## src/rtl/cpu_ctrl_pkg.sv

```systemverilog
// Purpose : shared constants and types for the CPU pipeline control blocks.
// Latency : n/a (declarations only).
// Contents: stall bit indices, stall masks, divider sequencer state enum.
package cpu_ctrl_pkg;

   // One stall bit per pipeline register, PC first; 1 = hold that stage.
   localparam int STALL_PC  = 0;
   localparam int STALL_IF  = 1;
   localparam int STALL_ID  = 2;
   localparam int STALL_EX  = 3;
   localparam int STALL_MEM = 4;
   localparam int STALL_WB  = 5;
   localparam int STALL_W   = STALL_WB + 1;

   typedef logic [STALL_W-1:0] stall_t;

   // Each mask holds every stage up to and including the stalling one, so a
   // bubble is injected into the first stage that keeps moving.
   localparam stall_t STALL_NONE = '0;
   localparam stall_t STALL_LOAD = (stall_t'(1) << STALL_PC) |
                                   (stall_t'(1) << STALL_IF) |
                                   (stall_t'(1) << STALL_ID);
   localparam stall_t STALL_EX_M = STALL_LOAD | (stall_t'(1) << STALL_EX);
   localparam stall_t STALL_MEM_M = STALL_EX_M | (stall_t'(1) << STALL_MEM);

   typedef enum logic [1:0] {
      IDLE     = 2'd0,
      DIV_WAIT = 2'd1,
      DIV_DONE = 2'd2
   } div_state_t;

endpackage

```

## src/rtl/pipe_stall_ctrl_if.sv

```systemverilog
// Purpose : bundle of hazard inputs, divider handshake and stall outputs.
// Latency : n/a (wires only).
// Modports: master = pipeline/divider side, slave = stall controller.
interface pipe_stall_ctrl_if;
   import cpu_ctrl_pkg::*;

   logic       id_re1;
   logic       id_re2;
   logic [4:0] id_raddr1;
   logic [4:0] id_raddr2;
   logic       ex_is_load;
   logic       ex_rf_we;
   logic [4:0] ex_rf_waddr;
   logic       ex_div_req;
   logic       div_ready;
   logic       div_cancel;
   logic       mem_stallreq;
   stall_t     stall;
   logic       div_start;
   logic       div_annul;
   logic       div_busy;
   logic       div_timeout;
   logic       load_use;

   modport master (
      output id_re1, id_re2, id_raddr1, id_raddr2,
             ex_is_load, ex_rf_we, ex_rf_waddr,
             ex_div_req, div_ready, div_cancel, mem_stallreq,
      input  stall, div_start, div_annul, div_busy, div_timeout, load_use
   );

   modport slave (
      input  id_re1, id_re2, id_raddr1, id_raddr2,
             ex_is_load, ex_rf_we, ex_rf_waddr,
             ex_div_req, div_ready, div_cancel, mem_stallreq,
      output stall, div_start, div_annul, div_busy, div_timeout, load_use
   );

endinterface

```

## src/rtl/load_use_detect.sv

```systemverilog
// Purpose : flags an ID operand read that depends on a load still in EX.
// Latency : combinational, same cycle.
// Ports   : re1/re2 + raddr1/raddr2 from ID, is_load/rf_we/waddr from EX, load_use out.
module load_use_detect (
   input  logic       re1,
   input  logic       re2,
   input  logic [4:0] raddr1,
   input  logic [4:0] raddr2,
   input  logic       is_load,
   input  logic       rf_we,
   input  logic [4:0] waddr,
   output logic       load_use
);

   logic hit1;
   logic hit2;

   assign hit1 = re1 && (raddr1 == waddr);
   assign hit2 = re2 && (raddr2 == waddr);

   // r0 is hard-wired zero, so a load targeting it never creates a dependency.
   assign load_use = is_load && rf_we && (waddr != 5'd0) && (hit1 || hit2);

endmodule

```

## src/rtl/pipe_stall_ctrl.sv

```systemverilog
// Purpose : central stall controller; load-use, divider sequencing, memory stalls.
// Latency : all outputs combinational from state + inputs; state/cnt registered.
// Ports   : clk, rst (async, active-high), bus (pipe_stall_ctrl_if.slave).
module pipe_stall_ctrl
   import cpu_ctrl_pkg::*;
#(
   parameter int DIV_TIMEOUT = 48,
   parameter int CNT_W       = 6
) (
   input  logic              clk,
   input  logic              rst,
   pipe_stall_ctrl_if.slave  bus
);

   localparam logic [CNT_W-1:0] CNT_LAST = CNT_W'(DIV_TIMEOUT - 1);

   div_state_t       state;
   div_state_t       state_nxt;
   logic [CNT_W-1:0] cnt;
   logic [CNT_W-1:0] cnt_nxt;
   logic             lu;
   logic             start_ok;
   logic             cnt_expired;

   load_use_detect u_load_use_detect (
      .re1      (bus.id_re1),
      .re2      (bus.id_re2),
      .raddr1   (bus.id_raddr1),
      .raddr2   (bus.id_raddr2),
      .is_load  (bus.ex_is_load),
      .rf_we    (bus.ex_rf_we),
      .waddr    (bus.ex_rf_waddr),
      .load_use (lu)
   );

   // A divide is only launched when the instruction can actually sit in EX:
   // not while memory freezes the pipe and not while it is being flushed.
   assign start_ok    = bus.ex_div_req && !bus.mem_stallreq && !bus.div_cancel;
   assign cnt_expired = (cnt == CNT_LAST);

   // State register
   always_ff @(posedge clk or posedge rst) begin
      if (rst) begin
         state <= IDLE;
         cnt   <= '0;
      end else begin
         state <= state_nxt;
         cnt   <= cnt_nxt;
      end
   end

   // Next-state logic
   always_comb begin
      state_nxt = state;
      cnt_nxt   = cnt;
      case (state)
         IDLE: begin
            if (start_ok) begin
               state_nxt = DIV_WAIT;
               cnt_nxt   = '0;
            end
         end
         DIV_WAIT: begin
            // Cancel beats a coincident ready; the counter keeps running
            // through memory stalls so a lost divider still times out.
            if (bus.div_cancel) begin
               state_nxt = IDLE;
            end else if (bus.div_ready) begin
               state_nxt = DIV_DONE;
            end else if (cnt_expired) begin
               state_nxt = IDLE;
            end else begin
               cnt_nxt = cnt + CNT_W'(1);
            end
         end
         DIV_DONE: begin
            // Stay until the divide result actually leaves EX.
            if (!bus.mem_stallreq || bus.div_cancel) begin
               state_nxt = IDLE;
            end
         end
         default: state_nxt = IDLE;
      endcase
   end

   // Output logic. rst gates the Mealy terms so nothing pulses while the
   // rest of the core is held in reset.
   always_comb begin
      bus.load_use    = lu;
      bus.div_start   = !rst && (state == IDLE) && start_ok;
      bus.div_timeout = !rst && (state == DIV_WAIT) && !bus.div_cancel &&
                        !bus.div_ready && cnt_expired;
      bus.div_annul   = !rst && (state == DIV_WAIT) &&
                        (bus.div_cancel || (!bus.div_ready && cnt_expired));
      bus.div_busy    = !rst && (state != IDLE);

      // DIV_DONE deliberately drops the EX hold so the result can advance.
      if (rst) begin
         bus.stall = STALL_NONE;
      end else if (bus.mem_stallreq) begin
         bus.stall = STALL_MEM_M;
      end else if ((state == DIV_WAIT) || ((state == IDLE) && start_ok)) begin
         bus.stall = STALL_EX_M;
      end else if (lu) begin
         bus.stall = STALL_LOAD;
      end else begin
         bus.stall = STALL_NONE;
      end
   end

endmodule

```

## src/flat_wrapper.sv

```systemverilog
// flat-port wrapper written by rule: the top's interface ports become plain ports
module pipe_stall_ctrl_flat import cpu_ctrl_pkg::*;
#(
   parameter int DIV_TIMEOUT = 48,
   parameter int CNT_W       = 6
)
  (clk, rst, bus_id_re1, bus_id_re2, bus_id_raddr1, bus_id_raddr2, bus_ex_is_load, bus_ex_rf_we, bus_ex_rf_waddr, bus_ex_div_req, bus_div_ready, bus_div_cancel, bus_mem_stallreq, bus_stall, bus_div_start, bus_div_annul, bus_div_busy, bus_div_timeout, bus_load_use);
  pipe_stall_ctrl_if bus_i ();
  input  logic clk;
  input  logic rst;
  input wire logic [$bits(bus_i.id_re1)-1:0] bus_id_re1;
  input wire logic [$bits(bus_i.id_re2)-1:0] bus_id_re2;
  input wire logic [$bits(bus_i.id_raddr1)-1:0] bus_id_raddr1;
  input wire logic [$bits(bus_i.id_raddr2)-1:0] bus_id_raddr2;
  input wire logic [$bits(bus_i.ex_is_load)-1:0] bus_ex_is_load;
  input wire logic [$bits(bus_i.ex_rf_we)-1:0] bus_ex_rf_we;
  input wire logic [$bits(bus_i.ex_rf_waddr)-1:0] bus_ex_rf_waddr;
  input wire logic [$bits(bus_i.ex_div_req)-1:0] bus_ex_div_req;
  input wire logic [$bits(bus_i.div_ready)-1:0] bus_div_ready;
  input wire logic [$bits(bus_i.div_cancel)-1:0] bus_div_cancel;
  input wire logic [$bits(bus_i.mem_stallreq)-1:0] bus_mem_stallreq;
  output wire logic [$bits(bus_i.stall)-1:0] bus_stall;
  output wire logic [$bits(bus_i.div_start)-1:0] bus_div_start;
  output wire logic [$bits(bus_i.div_annul)-1:0] bus_div_annul;
  output wire logic [$bits(bus_i.div_busy)-1:0] bus_div_busy;
  output wire logic [$bits(bus_i.div_timeout)-1:0] bus_div_timeout;
  output wire logic [$bits(bus_i.load_use)-1:0] bus_load_use;
  assign bus_i.id_re1 = bus_id_re1;
  assign bus_i.id_re2 = bus_id_re2;
  assign bus_i.id_raddr1 = bus_id_raddr1;
  assign bus_i.id_raddr2 = bus_id_raddr2;
  assign bus_i.ex_is_load = bus_ex_is_load;
  assign bus_i.ex_rf_we = bus_ex_rf_we;
  assign bus_i.ex_rf_waddr = bus_ex_rf_waddr;
  assign bus_i.ex_div_req = bus_ex_div_req;
  assign bus_i.div_ready = bus_div_ready;
  assign bus_i.div_cancel = bus_div_cancel;
  assign bus_i.mem_stallreq = bus_mem_stallreq;
  assign bus_stall = bus_i.stall;
  assign bus_div_start = bus_i.div_start;
  assign bus_div_annul = bus_i.div_annul;
  assign bus_div_busy = bus_i.div_busy;
  assign bus_div_timeout = bus_i.div_timeout;
  assign bus_load_use = bus_i.load_use;
  pipe_stall_ctrl #(.DIV_TIMEOUT(DIV_TIMEOUT), .CNT_W(CNT_W)) u_core (.clk(clk), .rst(rst), .bus(bus_i));
endmodule
```

## config.mk

```make
export PLATFORM = sky130hd
export DESIGN_NAME = pipe_stall_ctrl_flat
export DESIGN_NICKNAME = d
export VERILOG_FILES = /design/src/rtl/cpu_ctrl_pkg.sv /design/src/rtl/pipe_stall_ctrl_if.sv /design/src/rtl/load_use_detect.sv /design/src/rtl/pipe_stall_ctrl.sv /design/src/flat_wrapper.sv
export SDC_FILE = /design/constraint.sdc
export NUM_CORES = 1
export LEC_CHECK = 0
export BUFFER_PORTS_ARGS = -buffer_cell sky130_fd_sc_hd__buf_2
export CAP_MARGIN = 15
export CORE_MARGIN = 1
export CORE_UTILIZATION = 25
export CTS_CLUSTER_DIAMETER = 120
export DETAILED_ROUTE_END_ITERATION = 10
export HOLD_SLACK_MARGIN = 0.06
export PLACE_DENSITY = 0.56
export SETUP_SLACK_MARGIN = 0.05
export SLEW_MARGIN = 20
export SYNTH_ARGS = -nofsm -noshare
export SYNTH_HDL_FRONTEND = slang
export SYNTH_SLANG_ARGS = --single-unit
```

## constraint.sdc

```tcl
create_clock -name clk -period 3.6 [get_ports clk]
set_clock_uncertainty 0.05 [all_clocks]
set_input_delay 0.36 -clock clk [delete_from_list [all_inputs] [get_ports clk]]
set_output_delay 0.36 -clock clk [all_outputs]
set_load 0.01 [all_outputs]
```

==> impl_metrics.env <==
export IMPL_status="completed"
export IMPL_avgSynthCellArea_um2=7.827
export IMPL_grt_overflow=0
export IMPL_drtAntennaViolNets=0
export IMPL_ys_async_sr_fraction=1.000
export IMPL_grt_pass1_vias=638
export IMPL_dieArea_um2=3034
export IMPL_yosysWarnings=0
export IMPL_finalWirelength_um=1769
export IMPL_maxCapViolCount=0
export IMPL_fin_tns_setup_ps=0
export IMPL_cts_setup_buffers=0
export IMPL_vias_per_cell=5.046
export IMPL_die_x_um=55.08
export IMPL_irDropWorstVdd_uv=186.0
export IMPL_core_area_um2=2567
export IMPL_drtIter0Drc=8
export IMPL_insertion_delay_ps=250
export IMPL_rsz0062_at_grt="no"
export IMPL_met1_usage=0.1266
export IMPL_cts_buffers=3
export IMPL_cp_arrival_ps=1800
export IMPL_wl_per_cell_um=11.64
export IMPL_boundaryPins=36
export IMPL_dp_cells=149
export IMPL_grt_usage=0.1216
export IMPL_cts_max_path_buffers=2
export IMPL_synth_fp_nets=116
export IMPL_grt_busiest_layer="met2"
export IMPL_port_buffers=34
export IMPL_diodes=0
export IMPL_ys_seq_area_frac=0.2842
export IMPL_synth_ff_type="dfrtp_1"
export IMPL_grt_max_degree=11
export IMPL_clock_sinks=8
export IMPL_syn_inst=90
export IMPL_nets=150
export IMPL_layout_drive_gt1_share=0.3115
export IMPL_antenna_found_initial=0
export IMPL_multiInputGateArea_um2=455.4
export IMPL_fmax_ghz=0.4526
export IMPL_cts_resized=0
export IMPL_slew_headroom=0.5784
export IMPL_worstMarginPinSlew_ps=631.1
export IMPL_cts_tree="built"
export IMPL_drc_errors=0
export IMPL_synth_edf_count=0
export IMPL_vias=767
export IMPL_cp_end_kind="output port"
export IMPL_syn_to_final_growth_pct=27.35
export IMPL_holdCritPathClass="in2async"
export IMPL_htreeDepth=1
export IMPL_grt_pass1_wl_um=2580
export IMPL_seqCellArea_um2=200.2
export IMPL_finalHoldViolCount=0
export IMPL_required_ps=3190
export IMPL_setup_viol=0
export IMPL_power_density_nw_per_um2=316.2
export IMPL_hpwlAfterDp_um=1463
export IMPL_use_met2=0.2209
export IMPL_synth_area_um2=704.4
export IMPL_start_util=0.2744
export IMPL_std_cell_rows=18
export IMPL_timing_final_crit_share=0.6137
export IMPL_worstSetupStartpointType="flop"
export IMPL_path_max_fanout=10
export IMPL_gp_congestion=0.8650
export IMPL_critical_path_class="reg2out"
export IMPL_drt_first_pass_iters=4
export IMPL_period_needed_ps=2209
export IMPL_synth_seq_cells=8
export IMPL_clockRootBuffer="clkbuf_4"
export IMPL_instances_no_fill=152
export IMPL_fill_cells=291
export IMPL_clkTransAtPathRegs_ps=60
export IMPL_fin_util=0.3494
export IMPL_slew_viol_final=0
export IMPL_grtUsageMet3=0.03825
export IMPL_cts_hold_buffers=0
export IMPL_die_height_um=55.08
export IMPL_ys_types=35
export IMPL_p_leak_uw=0.0004424
## layout make-up
type / instances / area share
clock buffer: 3 / 0.02510
multi-input combinational: 74 / 0.5077
timing repair buffer: 34 / 0.1897
tap: 30 / 0.04184
sequential: 8 / 0.2232
inverter: 3 / 0.01255
## routing by layer
metal	routed length (um)	part of all wire
met5	0	0
met4	19	0.011
met3	156	0.088
met2	873	0.49
met1	720	0.41
## flip-flops by register name, summed over array words and instances (netlist names)
name	cells
u_core.state	2
u_core.cnt	6
## report_power, final
group | internal (uW) | total (uW) | switching [uW]
Clock | 38.1 | 67.1 | 29.0
Combinational | 40.6 | 89.3 | 48.6
Sequential | 106 | 127 | 21.6
## cells by family after synthesis
group	synth area share
simple gates	0.3180
compound gates	0.1546
xor+xnor	0.1368
flops	0.2842
buf+inv	0.06926
fa+ha+maj	0.01776
other cells	0.005323
mux	0.01421
## final timing paths
path / start / endpoint / slack, ps / depth (start not counted)
min in group clk: bus_div_cancel / u_core.state[1] / 350 / 2
min: rst / u_core.cnt[1] / 50 / 2
max in group asynchronous: rst / u_core.cnt[0] / 3190 / 2
min reg2reg: u_core.cnt[1] / u_core.cnt[1] / 540 / 2
max reg2reg: u_core.state[0] / u_core.cnt[2] / 1850 / 3
max: u_core.state[0] / bus_div_timeout / 1390 / 4
## synth_stat cells (all sizes together) (2+ instances only)
| cell | instances | area, um^2 |
|---|---|---|
| nor3 | 2 | 10.01 |
| nand2 | 9 | 33.78 |
| xor2 | 8 | 70.07 |
| dfrtp | 8 | 200.2 |
| buf | 4 | 33.78 |
| o2111ai | 2 | 17.52 |
| xnor2 | 3 | 26.28 |
| nor2b | 2 | 12.51 |
| nand3 | 5 | 25.02 |
| inv | 3 | 11.26 |
| or3 | 3 | 18.77 |
| nor2 | 11 | 41.29 |
| and2 | 2 | 12.52 |
| nor4 | 4 | 25.02 |
| a21oi | 6 | 30.03 |
## per-stage QoR
step | setup slack [ps] | area [um^2] | hold slack, ps | power (uW)
2_1_floorplan | 1542 | 704.4 | 133.7 | 181.4
3_3_place_gp | 1531 | 874.6 | 333.0 | 214.0
3_5_place_dp | 1600 | 874.6 | 337.4 | 215.7
4_1_cts | 1383 | 897.1 | 65.47 | 286.0
5_1_grt | 1176 | 897.1 | 72.55 | 307.7
6_report | 1391 | 897.1 | 51.75 | 283.7
## worst max-delay path: stages, from the launching register on
cell and delay, ps:
dfrtp_1 400, nor2b_1 550, nand2_1 150, nor4b_1 280
buf_2 170
## cell usage in the layout (no fill, tap or decap), types with 2 or more instances in the layout
cell type / Yosys / layout
o2111ai_1: 2 / 2
nor2_1: 11 / 11
a21oi_1: 6 / 6
inv_1: 3 / 3
or3_1: 3 / 3
nand2_1: 9 / 9
dfrtp_1: 8 / 8
nor4_1: 4 / 4
xor2_1: 8 / 8
buf_2: 0 / 34
nand3_1: 5 / 5
xnor2_1: 3 / 3
clkbuf_4: 0 / 3
nor2b_1: 2 / 2
nor3_1: 2 / 2
No activity file was read; power rests on OpenSTA's default activity.
